--- src/rtl/topk_sorted_tracker_if.sv ---
// Query-side bus of the top-K tracker: candidate stream in, sorted neighbour list out.
// in_valid/in_ready: a pair transfers on a rising edge where both are high and start is low.
interface topk_sorted_tracker_if #(
    parameter int K  = 5,
    parameter int DW = 32,
    parameter int LW = 4
);
    localparam int CW = $clog2(K + 1);

    logic            start;
    logic            in_valid;
    logic            in_ready;
    logic            in_last;
    logic [DW-1:0]   in_dist;
    logic [LW-1:0]   in_label;
    logic [K*DW-1:0] topk_dist;
    logic [K*LW-1:0] topk_label;
    logic [K-1:0]    topk_vld;
    logic [CW-1:0]   count;
    logic            result_valid;

    modport master (
        output start, in_valid, in_last, in_dist, in_label,
        input  in_ready, topk_dist, topk_label, topk_vld, count, result_valid
    );

    modport slave (
        input  start, in_valid, in_last, in_dist, in_label,
        output in_ready, topk_dist, topk_label, topk_vld, count, result_valid
    );
endinterface

--- src/rtl/topk_sorted_tracker.sv ---
// Streaming keeper of the K smallest (distance, label) pairs, held sorted ascending.
// One pair per cycle is compared against all slots and inserted by a single shift.
module topk_sorted_tracker #(
    parameter int K  = 5,
    parameter int DW = 32,
    parameter int LW = 4
) (
    input  logic                  clk,
    input  logic                  reset,
    topk_sorted_tracker_if.slave  bus,
    output logic [1:0]            o_dbg_state
);
    localparam int CW = $clog2(K + 1);

    typedef enum logic [1:0] {S_IDLE = 2'd0, S_ACCUM = 2'd1, S_DONE = 2'd2} state_t;

    state_t          r_state;
    state_t          w_next_state;
    logic            w_in_ready;
    logic            w_result_valid;
    logic            w_accept;

    logic [DW-1:0]   r_dist  [K];
    logic [LW-1:0]   r_label [K];
    logic [K-1:0]    r_vld;
    logic [CW-1:0]   r_count;

    logic [K-1:0]    w_le;
    logic [K-1:0]    w_prev_le;
    logic [DW-1:0]   w_dist_n  [K];
    logic [LW-1:0]   w_label_n [K];
    logic [K-1:0]    w_vld_n;
    logic [K*DW-1:0] w_topk_dist;
    logic [K*LW-1:0] w_topk_label;

    always_ff @(posedge clk) begin
        if (reset) r_state <= S_IDLE;
        else       r_state <= w_next_state;
    end

    always_comb begin
        w_next_state = r_state;
        if (bus.start) begin
            w_next_state = S_ACCUM;
        end else begin
            case (r_state)
                S_ACCUM: if (bus.in_valid && bus.in_last) w_next_state = S_DONE;
                default: w_next_state = r_state;
            endcase
        end
    end

    always_comb begin
        w_in_ready     = (r_state == S_ACCUM);
        w_result_valid = (r_state == S_DONE);
    end

    assign w_accept = bus.in_valid && w_in_ready && !bus.start;

    // Sorted, contiguous occupancy makes w_le a thermometer: ones below the insert slot.
    // Empty slots never count as <=, so they lose to any candidate.
    always_comb begin
        w_le      = '0;
        w_prev_le = '0;
        for (int i = 0; i < K; i++) begin
            w_le[i] = r_vld[i] && (r_dist[i] <= bus.in_dist);
        end
        w_prev_le[0] = 1'b1;
        for (int i = 1; i < K; i++) begin
            w_prev_le[i] = w_le[i-1];
        end
    end

    always_comb begin
        for (int i = 0; i < K; i++) begin
            w_dist_n[i]  = r_dist[i];
            w_label_n[i] = r_label[i];
            w_vld_n[i]   = r_vld[i];
            if (!w_le[i] && w_prev_le[i]) begin
                w_dist_n[i]  = bus.in_dist;
                w_label_n[i] = bus.in_label;
                w_vld_n[i]   = 1'b1;
            end
        end
        for (int i = 1; i < K; i++) begin
            if (!w_le[i] && !w_prev_le[i]) begin
                w_dist_n[i]  = r_dist[i-1];
                w_label_n[i] = r_label[i-1];
                w_vld_n[i]   = r_vld[i-1];
            end
        end
    end

    always_ff @(posedge clk) begin
        if (reset || bus.start) begin
            for (int i = 0; i < K; i++) begin
                r_dist[i]  <= '1;
                r_label[i] <= '0;
            end
            r_vld   <= '0;
            r_count <= '0;
        end else if (w_accept) begin
            for (int i = 0; i < K; i++) begin
                r_dist[i]  <= w_dist_n[i];
                r_label[i] <= w_label_n[i];
            end
            r_vld <= w_vld_n;
            if (r_count != CW'(K)) r_count <= r_count + 1'b1;
        end
    end

    always_comb begin
        w_topk_dist  = '0;
        w_topk_label = '0;
        for (int i = 0; i < K; i++) begin
            w_topk_dist[i*DW +: DW]  = r_dist[i];
            w_topk_label[i*LW +: LW] = r_label[i];
        end
    end

    assign bus.in_ready     = w_in_ready;
    assign bus.result_valid = w_result_valid;
    assign bus.topk_dist    = w_topk_dist;
    assign bus.topk_label   = w_topk_label;
    assign bus.topk_vld     = r_vld;
    assign bus.count        = r_count;
    assign o_dbg_state      = r_state;
endmodule
--- src/flat_wrapper.sv ---
// flat-port wrapper written by rule: the top's interface ports become plain ports
module topk_sorted_tracker_flat 
#(
    parameter int K  = 5,
    parameter int DW = 32,
    parameter int LW = 4
)
  (clk, reset, o_dbg_state, bus_start, bus_in_valid, bus_in_last, bus_in_dist, bus_in_label, bus_in_ready, bus_topk_dist, bus_topk_label, bus_topk_vld, bus_count, bus_result_valid);
  topk_sorted_tracker_if #(.K(K), .DW(DW), .LW(LW)) bus_i ();
  input  logic clk;
  input  logic reset;
  output logic [1:0] o_dbg_state;
  input wire logic [$bits(bus_i.start)-1:0] bus_start;
  input wire logic [$bits(bus_i.in_valid)-1:0] bus_in_valid;
  input wire logic [$bits(bus_i.in_last)-1:0] bus_in_last;
  input wire logic [$bits(bus_i.in_dist)-1:0] bus_in_dist;
  input wire logic [$bits(bus_i.in_label)-1:0] bus_in_label;
  output wire logic [$bits(bus_i.in_ready)-1:0] bus_in_ready;
  output wire logic [$bits(bus_i.topk_dist)-1:0] bus_topk_dist;
  output wire logic [$bits(bus_i.topk_label)-1:0] bus_topk_label;
  output wire logic [$bits(bus_i.topk_vld)-1:0] bus_topk_vld;
  output wire logic [$bits(bus_i.count)-1:0] bus_count;
  output wire logic [$bits(bus_i.result_valid)-1:0] bus_result_valid;
  assign bus_i.start = bus_start;
  assign bus_i.in_valid = bus_in_valid;
  assign bus_i.in_last = bus_in_last;
  assign bus_i.in_dist = bus_in_dist;
  assign bus_i.in_label = bus_in_label;
  assign bus_in_ready = bus_i.in_ready;
  assign bus_topk_dist = bus_i.topk_dist;
  assign bus_topk_label = bus_i.topk_label;
  assign bus_topk_vld = bus_i.topk_vld;
  assign bus_count = bus_i.count;
  assign bus_result_valid = bus_i.result_valid;
  topk_sorted_tracker #(.K(K), .DW(DW), .LW(LW)) u_core (.clk(clk), .reset(reset), .bus(bus_i), .o_dbg_state(o_dbg_state));
endmodule
--- config.mk ---
export PLATFORM = sky130hd
export DESIGN_NAME = topk_sorted_tracker_flat
export DESIGN_NICKNAME = d
export VERILOG_FILES = /design/src/rtl/topk_sorted_tracker_if.sv /design/src/rtl/topk_sorted_tracker.sv /design/src/flat_wrapper.sv
export SDC_FILE = /design/constraint.sdc
export NUM_CORES = 1
export LEC_CHECK = 0
export CORE_MARGIN = 2
export CORE_UTILIZATION = 53
export DETAILED_ROUTE_END_ITERATION = 10
export HOLD_SLACK_MARGIN = 0.03
export PLACE_DENSITY_LB_ADDON = 0.15
export RECOVER_POWER = 100
export SLEW_MARGIN = 20
export SYNTH_ARGS = -nofsm -noshare
export SYNTH_HDL_FRONTEND = slang
export SYNTH_SLANG_ARGS = --single-unit
--- constraint.sdc ---
create_clock -name clk -period 6.04 [get_ports clk]
set_input_delay 0.906 -clock clk [delete_from_list [all_inputs] [get_ports clk]]
set_output_delay 0.906 -clock clk [all_outputs]
set_load 0.01 [all_outputs]
# Word level (Yosys, flattened, before mapping)
# Memory sizes are Yosys's and may differ from the RTL's.
# Index checks and enable logic that the tools add are counted.
[classes]
add_sub_neg = 1
reduce_logical = 38
mux = 44
magnitude_cmp = 5
n_bitwise = 11
n_eq_ne = 3
[op_table]
columns = ["operator", "count"]
rows = [
  ["$mux 32", 14],
  ["$le 32x32->1", 5],
  ["$mux 4", 14],
  ["$logic_and 1x1->1", 16],
  ["$mux 1", 16],
  ["$reduce_and 2->1", 8],
  ["$reduce_bool 2->1", 6],
  ["$or 1x1->1", 10],
  ["$logic_not 1->1", 6],
  ["$add 3x1->3 const B", 1],
  ["$ne 3x3->1 const B", 1],
  ["$eq 2x1->1 const B", 1],
  ["$eq 2x2->1 const B", 1],
  ["$reduce_or 2->1", 1],
  ["$logic_or 1x1->1", 1],
  ["$not 1->1", 1],
]
[word_totals]
n_memories = 2
in_bits = 41
regBits = 10
ram_bits = 180
word_cells = 112
[memory_table]
columns = ["name", "words", "width", "read_ports", "rd_clocked_by_memory_dff", "wr", "line_no", "source"]
rows = [
  ["u_core.r_dist", 5, 32, 5, 0, 5, "topk_sorted_tracker.sv:23", "logic [DW-1:0] r_dist [K];"],
  ["u_core.r_label", 5, 4, 5, 0, 5, "topk_sorted_tracker.sv:24", "logic [LW-1:0] r_label [K];"],
]

# Longest topological paths before layout
# An unclocked memory read counts as a cell.
[depth]
ltp_word = 8
depth_mapped = 11
ltp_nobuf = 9

# Worst setup path before layout
# Ideal clock, no wire load.
[synth_timing]
path_type = "input -> register"
startpoint = "in bus_in_dist[14]"
endpoint = "mem u_core.r_dist[2][0], in the netlist u_core.r_dist[0][64], enable pin"
arrival_ns = 5.046
setup_slack_ns = 0.515
t_required_ns = 5.561
setup_time_ns = 0.479
path_stages = 10
path_buffers = 2
cell_sequence = "inv_1 > ha_1 > nand4_1 > nor4_1 > o21ai_1 > a31oi_1 > o21ai_1 > buf_2 > clkbuf_1 > o21ai_0"
[synth_rtl]
columns = ["element", "line_no", "source"]
rows = [
  ["from (decl)", "flat_wrapper.sv:16", "input wire logic [$bits(bus_i.in_dist)-1:0] bus_in_dist;"],
  ["to (decl)", "topk_sorted_tracker.sv:23", ""],
]

==> results.cfg <==
[status]
outcome = finished, violations left
failed_checks = capacitance limit, slew limit

[floorplan]
die_y_um = 155.8
core_um2 = 22640
io_pins = 233
num_rows = 55
start_util_pct = 53.93
die_x_um = 155.8
die-area_um2 = 24270

[worst_setup_path]
cp_top_family = buffers and inverters
critPathBufInv = 3
worstPathMaxFanout = 20
crit_chain = dlygate4sd3_1 > inv_1 > ha_1 > nand4_1 > or4_1 > a21oi_2 > o31ai_1 > a22o_4 > o21ai_4 > clkbuf_1
cp_slowest_cell = clkbuf_1
startpoint_type = input port
cp_data_arrival_time_ns = 5.25
worst-path-stages = 10
ff2ff_path_depth = 8
r2r_slack_ns = 1.58
crit_required_ns = 6.09
critPathCaptureType = register
crit_type = in -> reg
slowest_delay_ns = 1.23

[synthesis]
synth-xor-area-share_pct = 0.07173
yosysTopAreaCell = edfxtp_1
ys_seq_elements = 190
synth_top_family_by_area = adder cells
synthSimpleGateAreaFrac_pct = 15.43
synth_area_leaders = edfxtp_1 (44%), ha_1 (17%), nand3_1 (6.2%)
synth_edf_count = 180
postSynth.asyncResetShare_pct = 0
syn_area_per_cell_um2 = 10.33
syn_nets = 1385
synthMuxAreaShare_pct = 5.902
synth_top_area_share_pct = 44.27
synth_ff_type = edfxtp_1
synthesis.area_um2 = 12210
ys_types = 56
netlist_instances = 1182
synth_compound_area_share_pct = 10.92
yosysSeqAreaShare_pct = 45.91
synthAdderAreaFrac_pct = 16.60
yosysWarnings = 0

[detailed_routing]
drt-vias-per-instance = 6.267
drt-initial-drc-count = 1056
ant_nets = 0
wl_per_cell_um = 23.47
drt_pre_antenna_iters = 7
routed_wl_um = 39620
drc = 0
vias = 10580

[clock_tree]
insertion_delay_ns = 0.45
htreeDepth = 4
cts_hold_buf = 0
postCtsSetupBuffers = 0
clkTransAtPathRegs_ns = 0.08
cts_resized = 0
cts_buffers = 17
cts_sinks = 190
cts_tree = done
clockBufferDepth = 2
cts-root-buf = clkbuf_16

[placement]
post-dp-hpwl_um = 28510
postPlaceCellArea_um2 = 14790
port_buffers = 232
gp_congestion = 0.9571
pre_cts_ws_ns = 1.138

[cells_and_area]
drive_gt1_share_pct = 3.778
register_area_um2 = 5605
multi_input_area_um2 = 5982
syn2layout_area_growth_pct = 25.08
final.fill_count = 1771
finalNetCount = 1593
num_antenna_cells = 0
finalInstanceArea_um2 = 15270
fin_util_pct = 67.46

[timing]
setup_viol = 0
fin_tns_setup_ns = 0
relSlewSlack_pct = -34.87
slew_viol_final = 191
hold_violations = 0
tightest_slew_ns = 2.016
worst_clock_skew_ns = 0.01879
fmax_mhz = 192.4
post-route-period-util_pct = 86.04
layout_setup_ws_ns = 0.8432
timing.final.crit_period_ns = 5.197
rsz0062_at_grt = false

[grt]
use_met1_pct = 47.24
grt_pass1_vias = 10300
antenna_found_initial = 0
grt_max_degree = 75
gr-total-overflow = 0
gr-usage-met2_pct = 50.40
grt_usage_pct = 32.94
grt_first_pass_wirelength_um = 60340
busiest_layer = met2
grtUsageMet3_pct = 6.056

[power]
irDropWorstVdd_uv = 177.6
powerDensity_nw_per_um2 = 189.5
cellLeakagePower_nw = 5.593
finalPower_mw = 2.894

[worst_hold_path]
hp-class = reg -> reg
hold-path-cell-count = 2

[run]
maxCapViolations = 8
cells by family after synthesis:
| group | after synthesis |
|---|---|
| and+or+nand+nor | 390 |
| AOI/OAI and AO/OA | 227 |
| DFF | 190 |
| adders and majority gates | 162 |
| buffers and inverters | 140 |
| muxes | 72 |
| xor gates and xnor gates | 1 |
routing by layer:
layer,vias up,share of wire (%)
met2,663,45
met1,5017,42
li1,4825,-
met5,-,0
met3,74,10
met4,0,2.7
tightest hold or removal path, cell delays in order (launching register included):
cell	delay, ns
dfxtp_1	0.33
inv_1	0.07
a21oi_1	0.06
synthesized netlist by cell type (2+ instances only):
cell	n
nand2b_1	4
clkbuf_1	35
edfxtp_1	180
a21oi_1	77
mux2i_1	72
nor4_1	6
a31oi_1	2
o21ai_1	4
nor2_1	118
a21o_1	12
nand4_1	35
dfxtp_1	10
buf_1	3
a221o_1	3
o31ai_1	2
or4_4	2
o21ai_0	95
a22o_1	3
buf_12	3
nor3_1	7
buf_6	5
nor2b_1	6
ha_1	162
buf_2	10
o211ai_1	3
a2111oi_0	4
nand2_1	49
clkbuf_2	2
o311ai_0	2
inv_1	81
and2_1	3
a211o_1	3
nand3_1	151
a22oi_4	2
a211oi_1	5
registers in the layout, summed over array words and instances (netlist names):
name	count
u_core.o_dbg_state	2
u_core.bus.topk_vld	5
u_core.r_dist	160
u_core.bus.count	3
u_core.r_label	20
path summary, 6_finish.rpt:
kind / from / to
setup / recovery: bus_in_dist[15] / u_core.r_dist[0][141]$_SDFFCE_PN1P_
hold / removal: u_core.o_dbg_state[1]$_SDFFE_PP0P_ / u_core.o_dbg_state[1]$_SDFFE_PP0P_
setup reg to reg: u_core.r_dist[0][143]$_SDFFCE_PN1P_ / u_core.r_dist[0][141]$_SDFFCE_PN1P_
hold reg to reg: u_core.o_dbg_state[1]$_SDFFE_PP0P_ / u_core.o_dbg_state[1]$_SDFFE_PP0P_
cell usage in the layout, fill, tap and decap left out, types with 3 or more instances in the layout:
master	Yosys	layout
a21oi_1	77	77
clkinv_4	0	3
o21ai_4	0	3
edfxtp_1	180	180
nand2_1	49	49
o21ai_1	4	3
buf_4	1	9
nor4_1	6	6
clkbuf_16	0	17
a221o_1	3	3
o211ai_1	3	3
a211oi_1	5	5
nand3_1	151	151
nand2b_1	4	4
a21o_1	12	12
ha_1	162	162
nor3_1	7	7
and2_0	0	3
inv_1	81	81
inv_6	0	3
clkdlybuf4s50_1	0	37
a22o_1	3	3
mux2i_1	72	72
inv_8	0	5
a211o_1	3	3
nor2_1	118	119
a2111oi_0	4	4
clkbuf_1	35	4
nor2b_1	6	6
nand4_1	35	36
clkinv_1	0	3
dlygate4sd3_1	0	195
dfxtp_1	10	10
o21ai_0	95	93
layout make-up:
| class | count | share of cell area [%] |
|---|---|---|
| clock inverter | 15 | 0.8356 |
| tap | 285 | 2.335 |
| timing repair buffer | 248 | 16.19 |
| inverter | 81 | 1.991 |
| multi-input combinational | 852 | 39.17 |
| clock buffer | 17 | 2.785 |
| sequential | 190 | 36.70 |
where the power goes:
part	switching (mW)	internal (mW)
Combinational	0.196	0.121
Clock	0.578	0.543
Sequential	0.00814	1.45
Total	0.782	2.11
per-stage QoR:
stage               cells  hold slack, ns
detailed placement   1655          0.4796
global route         1688          0.5462
global placement     1655          0.4871
CTS                  1687          0.5047
finish               1688          0.5029
floorplan            1182          0.5031
Power figures use the tool's default switching activity.
